==> config.mk <==
export PLATFORM = sky130hd
export DESIGN_NAME = pc_sequencer
export DESIGN_NICKNAME = d
export VERILOG_FILES = /design/src/rtl/pc_seq_pkg.sv /design/src/rtl/opcode_classify.sv /design/src/rtl/pc_sequencer.sv
export SDC_FILE = /design/constraint.sdc
export NUM_CORES = 1
export LEC_CHECK = 0
export CAP_MARGIN = 25
export CORE_ASPECT_RATIO = 1.75
export CORE_MARGIN = 4
export CORE_UTILIZATION = 42
export CTS_CLUSTER_DIAMETER = 60
export DETAILED_ROUTE_END_ITERATION = 16
export GPL_TIMING_DRIVEN = 0
export PLACE_DENSITY = 0.85
export SLEW_MARGIN = 20
export SYNTH_ARGS = -nofsm -noshare
export SYNTH_HDL_FRONTEND = slang
export SYNTH_SLANG_ARGS = --single-unit
==> constraint.sdc <==
create_clock -name clk -period 3.2 [get_ports clk]
set_input_delay 0.32 -clock clk [delete_from_list [all_inputs] [get_ports clk]]
set_output_delay 0.32 -clock clk [all_outputs]
set_load 0.01 [all_outputs]
==> src/rtl/pc_seq_pkg.sv <==
// pc_seq_pkg: shared types and constants for the program-counter sequencer.
// Holds the FSM state encoding, the flow-control opcodes and default widths.
package pc_seq_pkg;

  localparam int ADDR_W_DEF = 8;
  localparam int DATA_W_DEF = 8;
  localparam int BUS_W_DEF  = 24;

  localparam logic [7:0] OP_JUMP = 8'hF0;
  localparam logic [7:0] OP_JMPZ = 8'hF1;
  localparam logic [7:0] OP_END  = 8'hFF;

  // WAIT2/OPWAIT2 are only reachable when the 2-cycle ROM build is selected.
  typedef enum logic [3:0] {
    ST_IDLE,
    ST_FETCH,
    ST_WAIT,
    ST_WAIT2,
    ST_DECODE,
    ST_ISSUE,
    ST_OPFETCH,
    ST_OPWAIT,
    ST_OPWAIT2,
    ST_BRANCH,
    ST_HALT
  } state_e;

endpackage

==> src/rtl/opcode_classify.sv <==
// opcode_classify: combinational flow-control opcode detector.
// Kept separate so the datapath decoder can reuse the same classification.
module opcode_classify
  import pc_seq_pkg::*;
#(
  parameter int DATA_W = DATA_W_DEF
) (
  input  logic [DATA_W-1:0] ir,
  output logic              is_jump,
  output logic              is_jmpz,
  output logic              is_end
);

  assign is_jump = (ir == DATA_W'(OP_JUMP));
  assign is_jmpz = (ir == DATA_W'(OP_JMPZ));
  assign is_end  = (ir == DATA_W'(OP_END));

endmodule

==> src/rtl/pc_sequencer.sv <==
// pc_sequencer: fetch/branch controller driving the program counter controls.
// Fetches a byte from the instruction ROM at the PC, classifies it, issues
// datapath instructions over valid/ready and resolves JUMP/JMPZ/END itself.
// Build option: define INSTR_ROM_2CYC_EN for a ROM with two cycles of read
// latency (adds WAIT2 and OPWAIT2 states).
module pc_sequencer
  import pc_seq_pkg::*;
#(
  parameter int ADDR_W = ADDR_W_DEF,
  parameter int DATA_W = DATA_W_DEF,
  parameter int BUS_W  = BUS_W_DEF
) (
  input  logic              clk,
  input  logic              rst_n,
  input  logic              start,
  input  logic [ADDR_W-1:0] ins_address,
  output logic              rom_en,
  input  logic [DATA_W-1:0] rom_data,
  input  logic              z_flag,
  output logic [DATA_W-1:0] ir,
  output logic              ins_valid,
  input  logic              ins_ready,
  output logic              pc_enable,
  output logic              pc_load,
  output logic              pc_inc,
  output logic              pc_finish,
  output logic [BUS_W-1:0]  c_bus,
  output logic              busy
);

`ifdef INSTR_ROM_2CYC_EN
  localparam state_e IR_CAP_ST = ST_WAIT2;
  localparam state_e OP_CAP_ST = ST_OPWAIT2;
`else
  localparam state_e IR_CAP_ST = ST_WAIT;
  localparam state_e OP_CAP_ST = ST_OPWAIT;
`endif

  state_e             r_state;
  state_e             w_next;
  logic [DATA_W-1:0]  r_ir;
  logic [BUS_W-1:0]   r_c_bus;
  logic               w_is_jump;
  logic               w_is_jmpz;
  logic               w_is_end;
  logic               w_unused;

  // The PC value is informational only: the ROM is addressed by the PC itself.
  assign w_unused = ^ins_address;

  opcode_classify #(.DATA_W(DATA_W)) u_classify (
    .ir      (r_ir),
    .is_jump (w_is_jump),
    .is_jmpz (w_is_jmpz),
    .is_end  (w_is_end)
  );

  // State register; reset drops straight to IDLE so no PC pulse survives.
  always_ff @(posedge clk or negedge rst_n) begin
    // NOTE: sequential state uses non-blocking assignments so every register
    // samples pre-edge values regardless of process ordering.
    if (!rst_n) r_state <= ST_IDLE;
    else        r_state <= w_next;
  end

  // Next-state logic.
  always_comb begin
    // NOTE: default assignment first so no path through the case infers a latch.
    w_next = r_state;
    case (r_state)
      ST_IDLE,
      ST_HALT:    if (start) w_next = ST_FETCH;
      ST_FETCH:   w_next = ST_WAIT;
`ifdef INSTR_ROM_2CYC_EN
      ST_WAIT:    w_next = ST_WAIT2;
      ST_WAIT2:   w_next = ST_DECODE;
`else
      ST_WAIT:    w_next = ST_DECODE;
`endif
      ST_DECODE: begin
        if (w_is_end)                   w_next = ST_HALT;
        else if (w_is_jump || w_is_jmpz) w_next = ST_OPFETCH;
        else                            w_next = ST_ISSUE;
      end
      ST_ISSUE:   if (ins_ready) w_next = ST_FETCH;
      ST_OPFETCH: w_next = ST_OPWAIT;
`ifdef INSTR_ROM_2CYC_EN
      ST_OPWAIT:  w_next = ST_OPWAIT2;
      ST_OPWAIT2: w_next = ST_BRANCH;
`else
      ST_OPWAIT:  w_next = ST_BRANCH;
`endif
      ST_BRANCH:  w_next = ST_FETCH;
      default:    w_next = ST_IDLE;
    endcase
  end

  // Output decode; pc_load and pc_inc are mutually exclusive by construction.
  always_comb begin
    rom_en    = 1'b0;
    ins_valid = 1'b0;
    pc_load   = 1'b0;
    pc_inc    = 1'b0;
    pc_finish = 1'b0;
    busy      = 1'b1;
    case (r_state)
      ST_IDLE: busy = 1'b0;
      ST_HALT: begin
        busy      = 1'b0;
        pc_finish = 1'b1;
      end
      ST_FETCH,
      ST_OPFETCH: rom_en = 1'b1;
      ST_DECODE: begin
        if (w_is_end)                    pc_finish = 1'b1;
        else if (w_is_jump || w_is_jmpz) pc_inc    = 1'b1;
      end
      ST_ISSUE: begin
        ins_valid = 1'b1;
        pc_inc    = ins_ready;
      end
      // Only JUMP and JMPZ reach BRANCH, so a non-JUMP here is a JMPZ.
      ST_BRANCH: begin
        if (w_is_jump || z_flag) pc_load = 1'b1;
        else                     pc_inc  = 1'b1;
      end
      default: ;
    endcase
  end

  assign pc_enable = busy;

  // Instruction and jump-target capture from the ROM read data.
  always_ff @(posedge clk or negedge rst_n) begin
    if (!rst_n) begin
      r_ir    <= '0;
      r_c_bus <= '0;
    end else begin
      if (r_state == IR_CAP_ST) r_ir    <= rom_data;
      if (r_state == OP_CAP_ST) r_c_bus <= BUS_W'(rom_data);
    end
  end

  assign ir    = r_ir;
  assign c_bus = r_c_bus;

endmodule
==> results of run 1 <==
## cell type report
class                      count  area share [%]
timing repair buffer          35            21.3
multi-input combinational     77            33.1
inverter                       3           0.684
tap                           26            1.98
buffer                        22            9.19
clock buffer                   4            3.34
sequential                    20            30.4
## worst paths after layout
check / end / slack [ns] / cells past startpoint
min in group asynchronous: ir[4] / 0.56 / 1
worst min register to register: c_bus[0] / 0.51 / 1
worst max register to register: ir[0] / 1.60 / 3
worst max-delay path: pc_finish / 0.77 / 4
worst min-delay path: c_bus[0] / 0.51 / 1
max in group asynchronous: r_state[1] / 2.11 / 1
## per-stage QoR
| stage | worst slack, ns | cells | instance area, sq um |
|---|---|---|---|
| 6_report | 0.771 | 187 | 1650 |
| 5_1_grt | 0.654 | 187 | 1650 |
| 4_1_cts | 0.766 | 187 | 1650 |
| 3_5_place_dp | 1.05 | 183 | 1590 |
| 3_3_place_gp | 1.06 | 183 | 1590 |
| 2_1_floorplan | 1.50 | 122 | 1210 |
## where the power goes
| part | internal (uW) | leakage [uW] | switching, uW |
|---|---|---|---|
| Clock | 109 | 0.0000288 | 75.5 |
| Combinational | 454 | 0.000454 | 341 |
| Sequential | 378 | 0.000240 | 90.0 |
## state kept, by name (all words and copies together) (netlist names)
| register | flops |
|---|---|
| r_state | 4 |
| ir | 8 |
| c_bus | 8 |
## cell usage after synthesis
master	instances
dfrtp_1	20
buf_4	17
mux2_2	16
nand2_1	6
nor2b_1	5
buf_2	4
a21oi_1	3
inv_1	3
nor2_1	3
nand2b_1	2
nand4_1	2
o31ai_1	2
or4_1	2
a211o_1	1
a211oi_1	1
a221o_1	1
a31oi_1	1
a32o_1	1
a32oi_1	1
and2_1	1
clkbuf_1	1
conb_1	1
mux2i_1	1
nand3_1	1
nand3b_1	1
nor3_4	1
nor3b_1	1
nor4b_1	1
o211ai_1	1
o21ai_0	1
o31a_2	1
or3_1	1
or3_4	1
or3b_2	1
xor2_1	1
## metal layers
metal  GRT usage (%)  up-vias  part of all wire [%]
li1                -      452                     -
met1            18.0      438                    39
met2            26.2       43                    53
met3            3.28        0                   8.6
met4            1.89        0                     0
met5               0        -                     0
## worst max-delay path: cells and delay by family (launching register included)
kind / cells / cell delay (ns)
and+or+nand+nor: 2 / 0.74
buffers and inverters: 1 / 0.55
AOI/OAI and AO/OA: 1 / 0.17
DFF: 1 / 0.40
## logic make-up after synthesis
logic type	share of synthesized area, %
AOI/OAI and AO/OA	9.01
xor gates and xnor gates	0.760
buffers and inverters	14.1
DFF	43.4
muxes	16.5
other	0.325
and+or+nand+nor	15.9
==> metrics.yaml, run 1 <==
crit_arrival_ns: 2.11
overflow: 0
cp.required_ns: 2.88
grt_pass1_vias: 968
timing.hold.worst.class: "reg -> reg"
holdWs_ns: 0.506
worstSetupPathType: "reg -> out"
cp-start-kind: "flop"
root_buffer: "clkbuf_8"
fin_util_pct: 64.5
yosys_warnings: 0
start_util_pct: 45.1
maxCapViolations: 0
final_cell_mix: "35 x clkdlybuf4s50_1, 20 x dfrtp_1, 17 x buf_4"
core_area_sq_um: 2550
rr_startpoint: "r_state[2]"
period_needed_ns: 2.43
grt_pass1_wl_um: 4170
wire_per_inst_um: 14.1
synth.avg_cell_area_sq_um: 10.8
syn_to_final_growth_pct: 42.9
drtAntennaViolNets: 0
antenna_found_initial: 0
die_w_um: 47.6
status: "finished, final reports clean"
synthCells: 107
hold_viol_final: 0
yosysTopAreaCellShare_pct: 43.4
synth.area.top_cells: "dfrtp_1 43%, mux2_2 16%, buf_4 11%"
clk_latency_ns: 0.25
multi_input_area_sq_um: 546
numCtsBuffers: 3
htree_num_levels: 1
critPathMaxFanout: 6
io_buffers: 35
fp.dieH_um: 77.3
tns_ns: 0
hold_path_startpoint: "c_bus[0]"
cpPeakStageDelay_ns: 0.55
setup_viol: 0
dp.final_hpwl_um: 2100
vias: 933
cts_num_sinks: 20
postCtsHoldBufs: 0
cts-resized-gates: 0
rsz0062_at_grt: "false"
grt_max_degree: 21
critPathLaunch: "ir[7]"
skew_ns: 0.00342
drc_errors: 0
layout_commonest_cell: "clkdlybuf4s50_1"
synth_seq_area_share_pct: 43.4
finalCritPeriodShare_pct: 75.9
endpoint_kind: "primary output"
fp-row-count: 24
tightest_slew_ns: 0.868
vias_per_cell: 4.99
drt_wl_total_um: 2630
cellLeakagePower_uw: 0.000722
crit_chain: "nand4_1, or4_1, a21oi_1, clkdlybuf4s50_1"
n_antenna_cell: 0
ir_drop_v: 0.000786
cts.clk_slew.worst_paths_ns: 0.07
die_area_sq_um: 3680
fillers: 204
cts_tree: "built"
powerDensity_nw_per_um2: 879
max_freq_mhz: 412
cts_buffer_depth: 2
postCtsSetupBuffers: 0
gp_congestion: 0.848
fin_nets: 183
power_uw: 1450
synth-seq-cells: 20
first_iter_violations: 15
relSlewSlack_pct: 42.0
final_max_slew_viol_count: 0
synth_cell_types: 35
io_pins: 60
synth_top_area_cell: "dfrtp_1"
track_usage_pct: 14.8
drive_gt1_share_pct: 28.0
slowest_stage: "clkdlybuf4s50_1"
seqCellArea_sq_um: 500
syn_area_sq_um: 1150
drt-pass1-iter-count: 4
No activity file was read; power rests on OpenSTA's default activity.
==> run 2, diff against run 1 <==
Settings changed: CORE_UTILIZATION 42 to 39, PLACE_DENSITY 0.85 to 0.79.
Clock period 3.2 ns to 2.3 ns, I/O delays scaled along.
==> metrics.yaml, run 2 (synthesis gave the netlist of run 1 again) <==
relSlewSlack_pct: 42.1
layout_commonest_cell: "clkdlybuf4s50_1"
wire_per_inst_um: 14.4
tns_ns: 0
worst-path-buf-inv: 4
maxCapViolations: 0
antenna_found_initial: 0
core_area_sq_um: 2780
crit_chain: "buf_2, buf_2, or3_1, buf_4, clkdlybuf4s50_1"
drt_wl_total_um: 2750
powerDensity_nw_per_um2: 1230
cpPeakStageDelay_ns: 0.46
crit_arrival_ns: 1.95
n_antenna_cell: 0
period_needed_ns: 2.18
final_cell_mix: "32 x clkdlybuf4s50_1, 20 x buf_4, 20 x dfrtp_1"
clk_latency_ns: 0.25
fp.dieH_um: 79.9
crit_top_cell: "buf_2"
cts.clk_slew.worst_paths_ns: 0.07
cts_num_sinks: 20
final_max_slew_viol_count: 0
die_w_um: 49.1
dp.final_hpwl_um: 2100
finalCritPeriodShare_pct: 94.9
fin_nets: 186
vias: 963
grt_max_degree: 21
place_ws_ns: 0.214
endpoint: "pc_enable"
cts_tree: "built"
track_usage_pct: 14.8
worst-path-stages: 5
critPathLaunch: "r_state[0]"
critPathMaxFanout: 10
tightest_slew_ns: 0.865
drt-pass1-iter-count: 4
cp_top_family: "buffers and inverters"
worstReg2RegEnd: "ir[4]"
busiest_layer: "met2"
numCtsBuffers: 3
start_util_pct: 41.4
power_uw: 2060
rr_startpoint: "r_state[2]"
first_iter_violations: 12
cp-start-kind: "flop"
grt_pass1_vias: 987
max_freq_mhz: 458
cts_buffer_depth: 2
die_area_sq_um: 3920
slowest_stage: "clkdlybuf4s50_1"
hold_viol_final: 0
rrSetupSlack_ns: 0.68
timing.hold.worst.class: "in -> async"
overflow: 0
grtUsageMet2_pct: 28.1
rsz0062_at_grt: "false"
syn_to_final_growth_pct: 45.6
htree_num_levels: 1
fp-row-count: 25
drive_gt1_share_pct: 30.5
r2r_cells: 3
layout_setup_ws_ns: 0.117
skew_ns: 0.00168
endpoint_kind: "primary output"
worstSetupPathType: "reg -> out"
grt_use_met3_pct: 4.86
gp_congestion: 0.879
status: "finished, final reports clean"
io_buffers: 35
use_met1_pct: 13.9
io_pins: 60
ir_drop_v: 0.000785
drc_errors: 0
setup_viol: 0
vias_per_cell: 5.04
cp.required_ns: 2.07
fin_util_pct: 60.3
postCtsHoldBufs: 0
grt_pass1_wl_um: 4530
root_buffer: "clkbuf_8"
cellLeakagePower_uw: 0.000767
drtAntennaViolNets: 0
==> run 2: cell count changes in the layout (fill, tap and decap cells not counted), sizes merged <==
cell,before,now
clkdlybuf4s50,35,32
buf,21,24
dlymetal6s2s,0,1
dlygate4sd2,0,2
==> run 2: routing by layer <==
layer	vias to the layer above	share of wire [%]
met4	0	1.6
met2	43	54
met5	-	0
li1	467	-
met1	448	35
met3	5	9.6
==> run 2: worst min path at each step <==
| stage | from | endpoint | slack [ns] | cells after the start |
|---|---|---|---|---|
| final | rst_n | c_bus[7] | 0.47 | 1 |
| after global routing | rst_n | c_bus[2] | 0.53 | 1 |
| after CTS | rst_n | ir[2] | 0.49 | 1 |
| after detailed placement | c_bus[7] | c_bus[7] | 0.50 | 1 |
| after global placement | c_bus[3] | c_bus[3] | 0.49 | 1 |
| after floorplan | rst_n | c_bus[0] | -0.07 | 0 |
==> run 2: what timing repair did <==
action                     4_1_cts  5_1_grt
setup buffers                    3        0
resized for setup                2        3
pin swaps                        1        0
setup endpoints to repair        3        3
==> run 2: where the power goes <==
group          internal, uW  switching, uW
registers               526            120
logic                   652            501
clock network           152            107
==> run 2: final cells by class <==
type,count,area (sq um)
multi-input combinational,77,553
sequential,20,500
inverter,3,11.3
timing repair buffer,38,373
tap,27,33.8
fill,241,1110
clock buffer,4,55.1
buffer,22,151
==> run 2: stage by stage <==
step | instances | cell area [sq um] | hold slack [ns]
finish | 191 | 1680 | 0.468
global route | 191 | 1680 | 0.531
CTS | 191 | 1670 | 0.492
detailed placement | 184 | 1590 | 0.497
global placement | 184 | 1590 | 0.490
floorplan | 122 | 1210 | -0.0656
==> run 2: worst reg2reg max path, delay by kind of cell (launching register included) <==
kind | cells | cell delay, ns
and+or+nand+nor | 1 | 0.47
DFF | 1 | 0.39
muxes | 1 | 0.39
buffers and inverters | 1 | 0.26
